File: config.mk
export PLATFORM = sky130hd
export DESIGN_NAME = trap_sequencer
export DESIGN_NICKNAME = d
export VERILOG_FILES = /design/src/rtl/trap_sequencer.sv
export SDC_FILE = /design/constraint.sdc
export NUM_CORES = 1
export LEC_CHECK = 0
export ABC_AREA = 1
export CORE_MARGIN = 4
export CORE_UTILIZATION = 39
export DETAILED_ROUTE_END_ITERATION = 6
export PLACE_DENSITY = 0.81
export SLEW_MARGIN = 20
export SYNTH_ARGS = -nofsm -noshare
export SYNTH_HDL_FRONTEND = slang
export SYNTH_SLANG_ARGS = --single-unit
File: constraint.sdc
create_clock -name ctrl_clk -period 2.1 [get_ports ctrl_clk]
set_input_delay 0.42 -clock ctrl_clk [delete_from_list [all_inputs] [get_ports ctrl_clk]]
set_output_delay 0.42 -clock ctrl_clk [all_outputs]
set_load 0.03 [all_outputs]
File: src/rtl/trap_sequencer.sv
// Machine-mode trap/mret sequencer: arbitrates exceptions, mret and interrupts,
// drains the pipeline, pulses a commit to the CSR file, then hands fetch a redirect.
module trap_sequencer #(
   parameter int DRAIN_MAX = 64
) (
   input  logic        ctrl_clk,
   input  logic        ctrl_reset_n,
   input  logic        exc_valid,
   input  logic [3:0]  exc_code,
   input  logic [31:0] exc_pc,
   input  logic        mret_valid,
   input  logic [31:0] irq_pc,
   input  logic        csr_mie,
   input  logic [2:0]  csr_mxie,
   input  logic [2:0]  csr_mxip,
   input  logic [31:0] csr_mtvec,
   input  logic [31:0] csr_mepc,
   input  logic        pipe_drained,
   output logic        pipe_hold,
   output logic        ctrl_trap,
   output logic        ctrl_mret,
   output logic [31:0] trap_pc,
   output logic [4:0]  trap_info,
   output logic        redirect_valid,
   output logic [31:0] redirect_pc,
   input  logic        redirect_ready,
   output logic        drain_timeout
);

   localparam int CW = $clog2(DRAIN_MAX) + 1;

   typedef enum logic [1:0] {IDLE, DRAIN, COMMIT, REDIRECT} state_t;
   typedef enum logic [1:0] {KIND_EXC, KIND_IRQ, KIND_MRET} kind_t;

   state_t        state, state_next;
   kind_t         kind;
   logic [4:0]    cause;
   logic [31:0]   pc_lat;
   logic [CW-1:0] drain_cnt;
   logic [2:0]    irq_mask;
   logic          irq_take;
   logic [3:0]    irq_code;
   logic [31:0]   tvec_base;
   logic [31:0]   target;

   assign irq_mask = csr_mxie & csr_mxip;
   assign irq_take = csr_mie & (|irq_mask);

   // External beats software beats timer when several are pending together.
   always_comb begin
      irq_code = 4'd7;
      if (irq_mask[0]) begin
         irq_code = 4'd11;
      end else if (irq_mask[1]) begin
         irq_code = 4'd3;
      end
   end

   always_comb begin
      tvec_base = {csr_mtvec[31:2], 2'b00};
      target    = tvec_base;
      if (kind == KIND_MRET) begin
         target = csr_mepc;
      end else if (csr_mtvec[1:0] == 2'b01 && kind == KIND_IRQ) begin
         target = tvec_base + {26'd0, cause[3:0], 2'b00};
      end
   end

   always_comb begin
      state_next = state;
      unique case (state)
         IDLE:     if (exc_valid || mret_valid || irq_take) state_next = DRAIN;
         DRAIN:    if (pipe_drained) state_next = COMMIT;
         COMMIT:   state_next = REDIRECT;
         REDIRECT: if (redirect_ready) state_next = IDLE;
         default:  state_next = IDLE;
      endcase
   end

   always_ff @(posedge ctrl_clk or negedge ctrl_reset_n) begin
      if (!ctrl_reset_n) begin
         state       <= IDLE;
         pipe_hold   <= 1'b0;
         kind        <= KIND_EXC;
         cause       <= '0;
         pc_lat      <= '0;
         redirect_pc <= '0;
      end else begin
         state     <= state_next;
         pipe_hold <= (state_next != IDLE);
         if (state == IDLE) begin
            if (exc_valid) begin
               kind   <= KIND_EXC;
               cause  <= {1'b0, exc_code};
               pc_lat <= exc_pc;
            end else if (mret_valid) begin
               kind <= KIND_MRET;
            end else if (irq_take) begin
               kind   <= KIND_IRQ;
               cause  <= {1'b1, irq_code};
               pc_lat <= irq_pc;
            end
         end
         if (state == COMMIT) begin
            redirect_pc <= target;
         end
      end
   end

   // Counter saturates at DRAIN_MAX; the timeout flag only clears on reset.
   always_ff @(posedge ctrl_clk or negedge ctrl_reset_n) begin
      if (!ctrl_reset_n) begin
         drain_cnt     <= '0;
         drain_timeout <= 1'b0;
      end else if (state == DRAIN) begin
         if (pipe_drained) begin
            drain_cnt <= '0;
         end else if (drain_cnt < CW'(DRAIN_MAX)) begin
            drain_cnt <= drain_cnt + CW'(1);
            if (drain_cnt == CW'(DRAIN_MAX - 1)) begin
               drain_timeout <= 1'b1;
            end
         end
      end
   end

   assign ctrl_trap      = (state == COMMIT);
   assign ctrl_mret      = (state == COMMIT) && (kind == KIND_MRET);
   assign trap_pc        = (ctrl_trap && !ctrl_mret) ? pc_lat : 32'd0;
   assign trap_info      = (ctrl_trap && !ctrl_mret) ? cause : 5'd0;
   assign redirect_valid = (state == REDIRECT);

endmodule

# Word-level counts from Yosys, hierarchy flattened
# Cells that the tools add are included.
# W data, S select, Z words.
[word_totals] register_bits=82 inputBits=145 output_inout_bits=74
[classes] addsub=2 magnitude_cmp=1 n_eq_ne=8 n_mux=21 bitwise=3 reduce_logical=16
[ops] operator="$mux W32" count=6
[ops] operator="$add A32 B6 Y32" count=1
[ops] operator="$mux W5" count=4
[ops] operator="$mux W7" count=2
[ops] operator="$mux W2" count=6
[ops] operator="$pmux W2 S4" count=1
[ops] operator="$add A7 B1 Y7 const B" count=1
[ops] operator="$eq A7 B6 Y1 const B" count=1
[ops] operator="$lt A7 B7 Y1 const B" count=1
[ops] operator="$eq A2 B1 Y1 const B" count=3
[ops] operator="$eq A2 B2 Y1 const B" count=3
[ops] operator="$reduce_bool A2 Y1" count=3
[ops] operator="$mux W4" count=1
[ops] operator="$reduce_and A2 Y1" count=2
[ops] operator="$reduce_and A4 Y1" count=1
[ops] operator="$and A3 B3 Y3" count=1
[ops] operator="$logic_and A1 B1 Y1" count=3
[ops] operator="$mux W3" count=1
[ops] operator="$reduce_and A3 Y1" count=1
[ops] operator="$reduce_bool A3 Y1" count=1
[ops] operator="$reduce_or A3 Y1" count=1
[ops] operator="$logic_not A2 Y1" count=1
[ops] operator="$logic_or A1 B1 Y1" count=2
[ops] operator="$ne A2 B2 Y1 const B" count=1
[ops] operator="other kinds (3)" count=3

# Longest topological paths before layout
[logic_depth] depth_word=7 mapped_depth=12 ltp_nobuf=12

# Worst setup path after synthesis
# Ideal clock, no wire load.
[synth_timing] kind="register -> output" from="register state[0]" to="output port trap_info[0]" arrival_time_ps=1707 required_ps=1680 path_slack_ps=-27 stages_incl_launch_ff=7 path_cell_list="dfrtp_1 nor2_2 inv_2 nor2_4 inv_2 clkbuf_1 nor2_1"
[synth_between] elab_chain_len=5
[synth_lines] element="from (decl)" line_no="35" rtl="state_t state, state_next;"
[synth_lines] element="from (signal assigned)" line_no="89" rtl="state <= state_next;"
[synth_lines] element="$eq A2 B2 Y1 (*)" line_no="127" rtl="assign ctrl_trap = (state == COMMIT);"
[synth_lines] element="named net ctrl_trap" line_no="20" rtl="output logic ctrl_trap,"
[synth_lines] element="$logic_and A1 B1 Y1" line_no="128" rtl="assign ctrl_mret = (state == COMMIT) && (kind == KIND_MRET);"
[synth_lines] element="$logic_not A1 Y1" line_no="130" rtl="assign trap_info = (ctrl_trap && !ctrl_mret) ? cause : 5'd0;"
[synth_lines] element="$logic_and A1 B1 Y1 (*)" line_no="130"
[synth_lines] element="$mux W5 (*)" line_no="130"
[synth_lines] element="to (decl)" line_no="23" rtl="output logic [4:0] trap_info,"
# Mark *: on every way through the listed nets, which the timed path passes. The rest lies on a longest branch.

# Final worst setup path
[layout_timing] from="register state[0]" to="output port trap_pc[26]"
[layout_between] elab_chain_len=5
[layout_lines] element="$eq A2 B2 Y1 (*)" line_no="127, 128"
[layout_lines] element="$logic_and A1 B1 Y1" line_no="128"
[layout_lines] element="$logic_not A1 Y1" line_no="129" rtl="assign trap_pc = (ctrl_trap && !ctrl_mret) ? pc_lat : 32'd0;"
[layout_lines] element="$logic_and A1 B1 Y1 (*)" line_no="129"
[layout_lines] element="$mux W32 (*)" line_no="129"
[layout_lines] element="to (decl)" line_no="22" rtl="output logic [31:0] trap_pc,"
# Mark *: on every way between the ends. The rest lies on a longest branch, timed or not.

==> reports/summary.txt <==
========================================================================================
Die ar. ...................................................................   0.0147 mm²
Total negative setup slack ................................................         0 ns
Final estimated routing congestion in global placement ....................        0.909
Fraction of layout cells with a size suffix above 1 .......................        15.1%
Number of warnings printed during yosys synthesis .........................            0
Routed length per placed instance .........................................      15.0 µm
Slowest stage cell on the critical path ................................... sky130_fd_sc_hd__dfrtp_2
Area of the mapped netlist ................................................  0.00500 mm²
Total global-route track usage ............................................        22.3%
Net count, final ..........................................................         1084
First-pass GRT wire length ................................................      25.5 mm
Initial DRC count .........................................................          213
Req. time, crit path ......................................................      1.68 ns
Clock tree from TritonCTS .................................................        built
Arrival time of the worst setup path ......................................      1.65 ns
Nature of the critical path endpoint ......................................  output port
Vias per std cell .........................................................         4.81
Final design area excluding fillers .......................................  0.00810 mm²
Number of synthesized flops with an enable pin ............................            0
Startpoint class of the critical path .....................................     register
Setup violations, final ...................................................            0
Gate Count Post-Synth .....................................................          681
Number of hold violations in the final report .............................            0
Hold WS ...................................................................     0.325 ns
Filler cells ..............................................................         1047
Slew at the pin closest to its max-slew limit .............................     0.532 ns
Number of CTS-inserted buffers ............................................            9
Most common cell after layout, fill and taps aside ........................ sky130_fd_sc_hd__nand2_1
Count of vias placed by the detailed router ...............................         5339
Htree depth ...............................................................            3
Proportion of synthesized chip area in sequential cells ...................        41.0%
Max Cap Violations ........................................................            0
Vias in the first global route ............................................         5205
Area of placed instances ..................................................  0.00764 mm²
CP bufs+invs ..............................................................            4
Cell occurring most often along the worst timing path ..................... sky130_fd_sc_hd__nor2_4
Max-slew headroom .........................................................        64.5%
Most instantiated flip-flop cell in the synthesis netlist ................. sky130_fd_sc_hd__dfrtp_1
Footprint of the flip-flops and latches ...................................  0.00205 mm²
Post-Place Setup Slack ....................................................    -0.290 ns
Largest net degree at the start of global routing .........................           75
Critical path peak fanout .................................................           14
Antenna cells .............................................................            0
Row cnt ...................................................................           41
Initial antenna violation count ...........................................            0
Floorplan die height ......................................................       121 µm
Root Buffer ............................................................... sky130_fd_sc_hd__clkbuf_16
Pins Over Slew Limit ......................................................            0
Number of nets in the synthesized netlist .................................          832
Synth Register Bits .......................................................           82
Count of nets left with antenna violations after detail routing ...........            0
CTS clock-pin slew for the worst setup and hold paths .....................      0.07 ns
Clock insertion delay at the later pin of the skew report .................      0.35 ns
Average instance area after synthesis .....................................     7.35 µm²
Sum of routed wire length over all layers .................................      16.6 mm
Count of input and output buffers .........................................          218
Timing-limited maximum frequency ..........................................      482 MHz
Total number of clock tree sinks ..........................................           82
Buffers from clock root to sink, at most ..................................            2
Setup slack after layout ..................................................    0.0272 ns
Ports .....................................................................          219
Drc violations ............................................................            0
Unrepaired setup endpoints after global routing ...........................         true
Overflow left after global routing ........................................            0
Leading cell types in the layout, fill and taps excluded .................. sky130_fd_sc_hd__nand2_1, sky130_fd_sc_hd__clkdlybuf4s50_1, sky130_fd_sc_hd__inv_1
Worst Skew ................................................................   0.00861 ns
Static leakage ............................................................      3.89 nW
Post-route fraction of the period consumed by the critical path ...........        98.7%
Die span in x .............................................................       121 µm
Post-synthesis cell type count ............................................           35
Power density over the cells ..............................................  1150 mW/mm²
Result of the run ......................................................... finished, final reports clean
Number of iterations in the first detailed-routing pass ...................            5
Ordered cell list for the critical path ................................... nor2_4, inv_2, nor2_4, inv_6, buf_6, nor2_1, buf_4
Core outline area .........................................................   0.0126 mm²
Minimum clock period after layout .........................................      2.07 ns
Area Growth Syn to Fin ....................................................        61.9%
HPWL after DPL ............................................................      13.1 mm
HP Class .................................................................. input port to register
Final total power .........................................................      9.29 mW
Stage delay of the slowest cell on the critical path ......................      0.44 ns
Area of combinational cells with multiple inputs ..........................  0.00253 mm²
Category of cells accounting for the largest share of critical-path delay . buffers and inverters
Classification of the worst setup path .................................... register to output port
Initial core utilization ..................................................        39.8%
Largest voltage drop on the vdd net .......................................   0.000493 V
Fraction of registers with async set or reset after synthesis .............         100%
========================================================================================
[synthesized netlist by cell type, types with 5 or more instances]
| cell | instances | share of area, % |
|---|---|---|
| sky130_fd_sc_hd__nand2_1 | 186 | 14 |
| sky130_fd_sc_hd__inv_1 | 92 | 6.9 |
| sky130_fd_sc_hd__dfrtp_1 | 82 | 41 |
| sky130_fd_sc_hd__nor2_1 | 81 | 6.1 |
| sky130_fd_sc_hd__o21ai_0 | 41 | 4.1 |
| sky130_fd_sc_hd__nand3_1 | 39 | 3.9 |
| sky130_fd_sc_hd__mux2i_1 | 32 | 6.4 |
| sky130_fd_sc_hd__a22o_1 | 19 | 3.3 |
| sky130_fd_sc_hd__buf_2 | 17 | 1.7 |
| sky130_fd_sc_hd__o21ai_1 | 11 | 1.1 |
| sky130_fd_sc_hd__a21oi_1 | 9 | 0.90 |
| sky130_fd_sc_hd__inv_2 | 8 | 0.60 |
| sky130_fd_sc_hd__nand4_1 | 8 | 1.0 |
| sky130_fd_sc_hd__nor3_1 | 8 | 0.80 |
| sky130_fd_sc_hd__clkbuf_1 | 7 | 0.53 |
| sky130_fd_sc_hd__xor2_1 | 7 | 1.2 |
| sky130_fd_sc_hd__ha_1 | 5 | 1.3 |
| sky130_fd_sc_hd__o211ai_1 | 5 | 0.75 |
[flip-flops by register name, summed over array words and instances, names as in the netlist]
register,cells
pc_lat,32
pipe_hold,1
kind,2
drain_cnt,7
drain_timeout,1
cause,5
state,2
redirect_pc,32
[worst register-to-register path, cell delays in order, from the launching register on]
cell                      delay [ns]
sky130_fd_sc_hd__dfrtp_1        0.40
sky130_fd_sc_hd__ha_1           0.34
sky130_fd_sc_hd__nand2_1        0.07
sky130_fd_sc_hd__inv_1          0.08
sky130_fd_sc_hd__nand2_1        0.05
sky130_fd_sc_hd__nand3_1        0.14
sky130_fd_sc_hd__nand4_4        0.18
sky130_fd_sc_hd__nor2_4         0.19
sky130_fd_sc_hd__nand2_1        0.07
sky130_fd_sc_hd__nand2_1        0.06
sky130_fd_sc_hd__nand2_1        0.05
sky130_fd_sc_hd__nand2_1        0.05
sky130_fd_sc_hd__nand2_1        0.04
[worst paths after layout]
check,from,endpoint,slack [ns],cells past startpoint
max in group asynchronous,ctrl_reset_n,cause[1],0.96,3
min in group asynchronous,ctrl_reset_n,redirect_pc[27],0.50,2
worst max-delay path,state[0],trap_pc[26],0.03,7
worst max register to register,cause[3],redirect_pc[18],0.29,12
worst min register to register,cause[4],cause[4],0.49,2
worst min-delay path,exc_valid,kind[0],0.33,2
[cell type report]
| cell class | instances | share of cell area (%) |
|---|---|---|
| multi-input cells | 474 | 31.2 |
| clock inverters | 7 | 1.05 |
| flip-flops and latches | 82 | 25.3 |
| clock buffers | 9 | 2.78 |
| repair buffers | 266 | 32.2 |
| inverters | 100 | 4.74 |
| well taps | 172 | 2.66 |
[metrics by stage]
stage | cells | util, %
floorplan | 681 | -
global placement | 1091 | 60.8
detailed placement | 1091 | 60.8
CTS | 1110 | 63.7
global route | 1110 | 64.5
finish | 1110 | 64.5
[cell families after synthesis]
family | count (synthesis) | synth area share, %
AND/OR/NAND/NOR | 334 | 28.1
flip-flops | 82 | 41.0
buffers and inverters | 125 | 9.88
adder cells (fa/ha/maj) | 6 | 1.65
AO/OA/AOI/OAI | 92 | 11.3
multiplexers | 32 | 6.40
XOR/XNOR | 10 | 1.75
[power breakdown]
| group | switching (mW) | leakage [nW] | internal (mW) |
|---|---|---|---|
| sequential | 0.411 | 1.02 | 2.29 |
| clock | 0.722 | 0.152 | 0.943 |
| combinational | 2.84 | 2.72 | 2.09 |
[routing by layer]
| layer | wire length, µm | global-route usage (%) |
|---|---|---|
| met1 | 6350 | 25.4 |
| met2 | 8330 | 38.7 |
| met3 | 1530 | 7.23 |
| met4 | 438 | 8.33 |
| met5 | 0 | 0 |
[timing repair]
action,4_1_cts,5_1_grt
hold endpoints to repair,17,0
gates resized for setup,12,28
hold buffers,1,0
setup endpoints to repair,32,35
setup buffers,2,0
pin swaps,1,0
(Power assumes the default switching activity.)
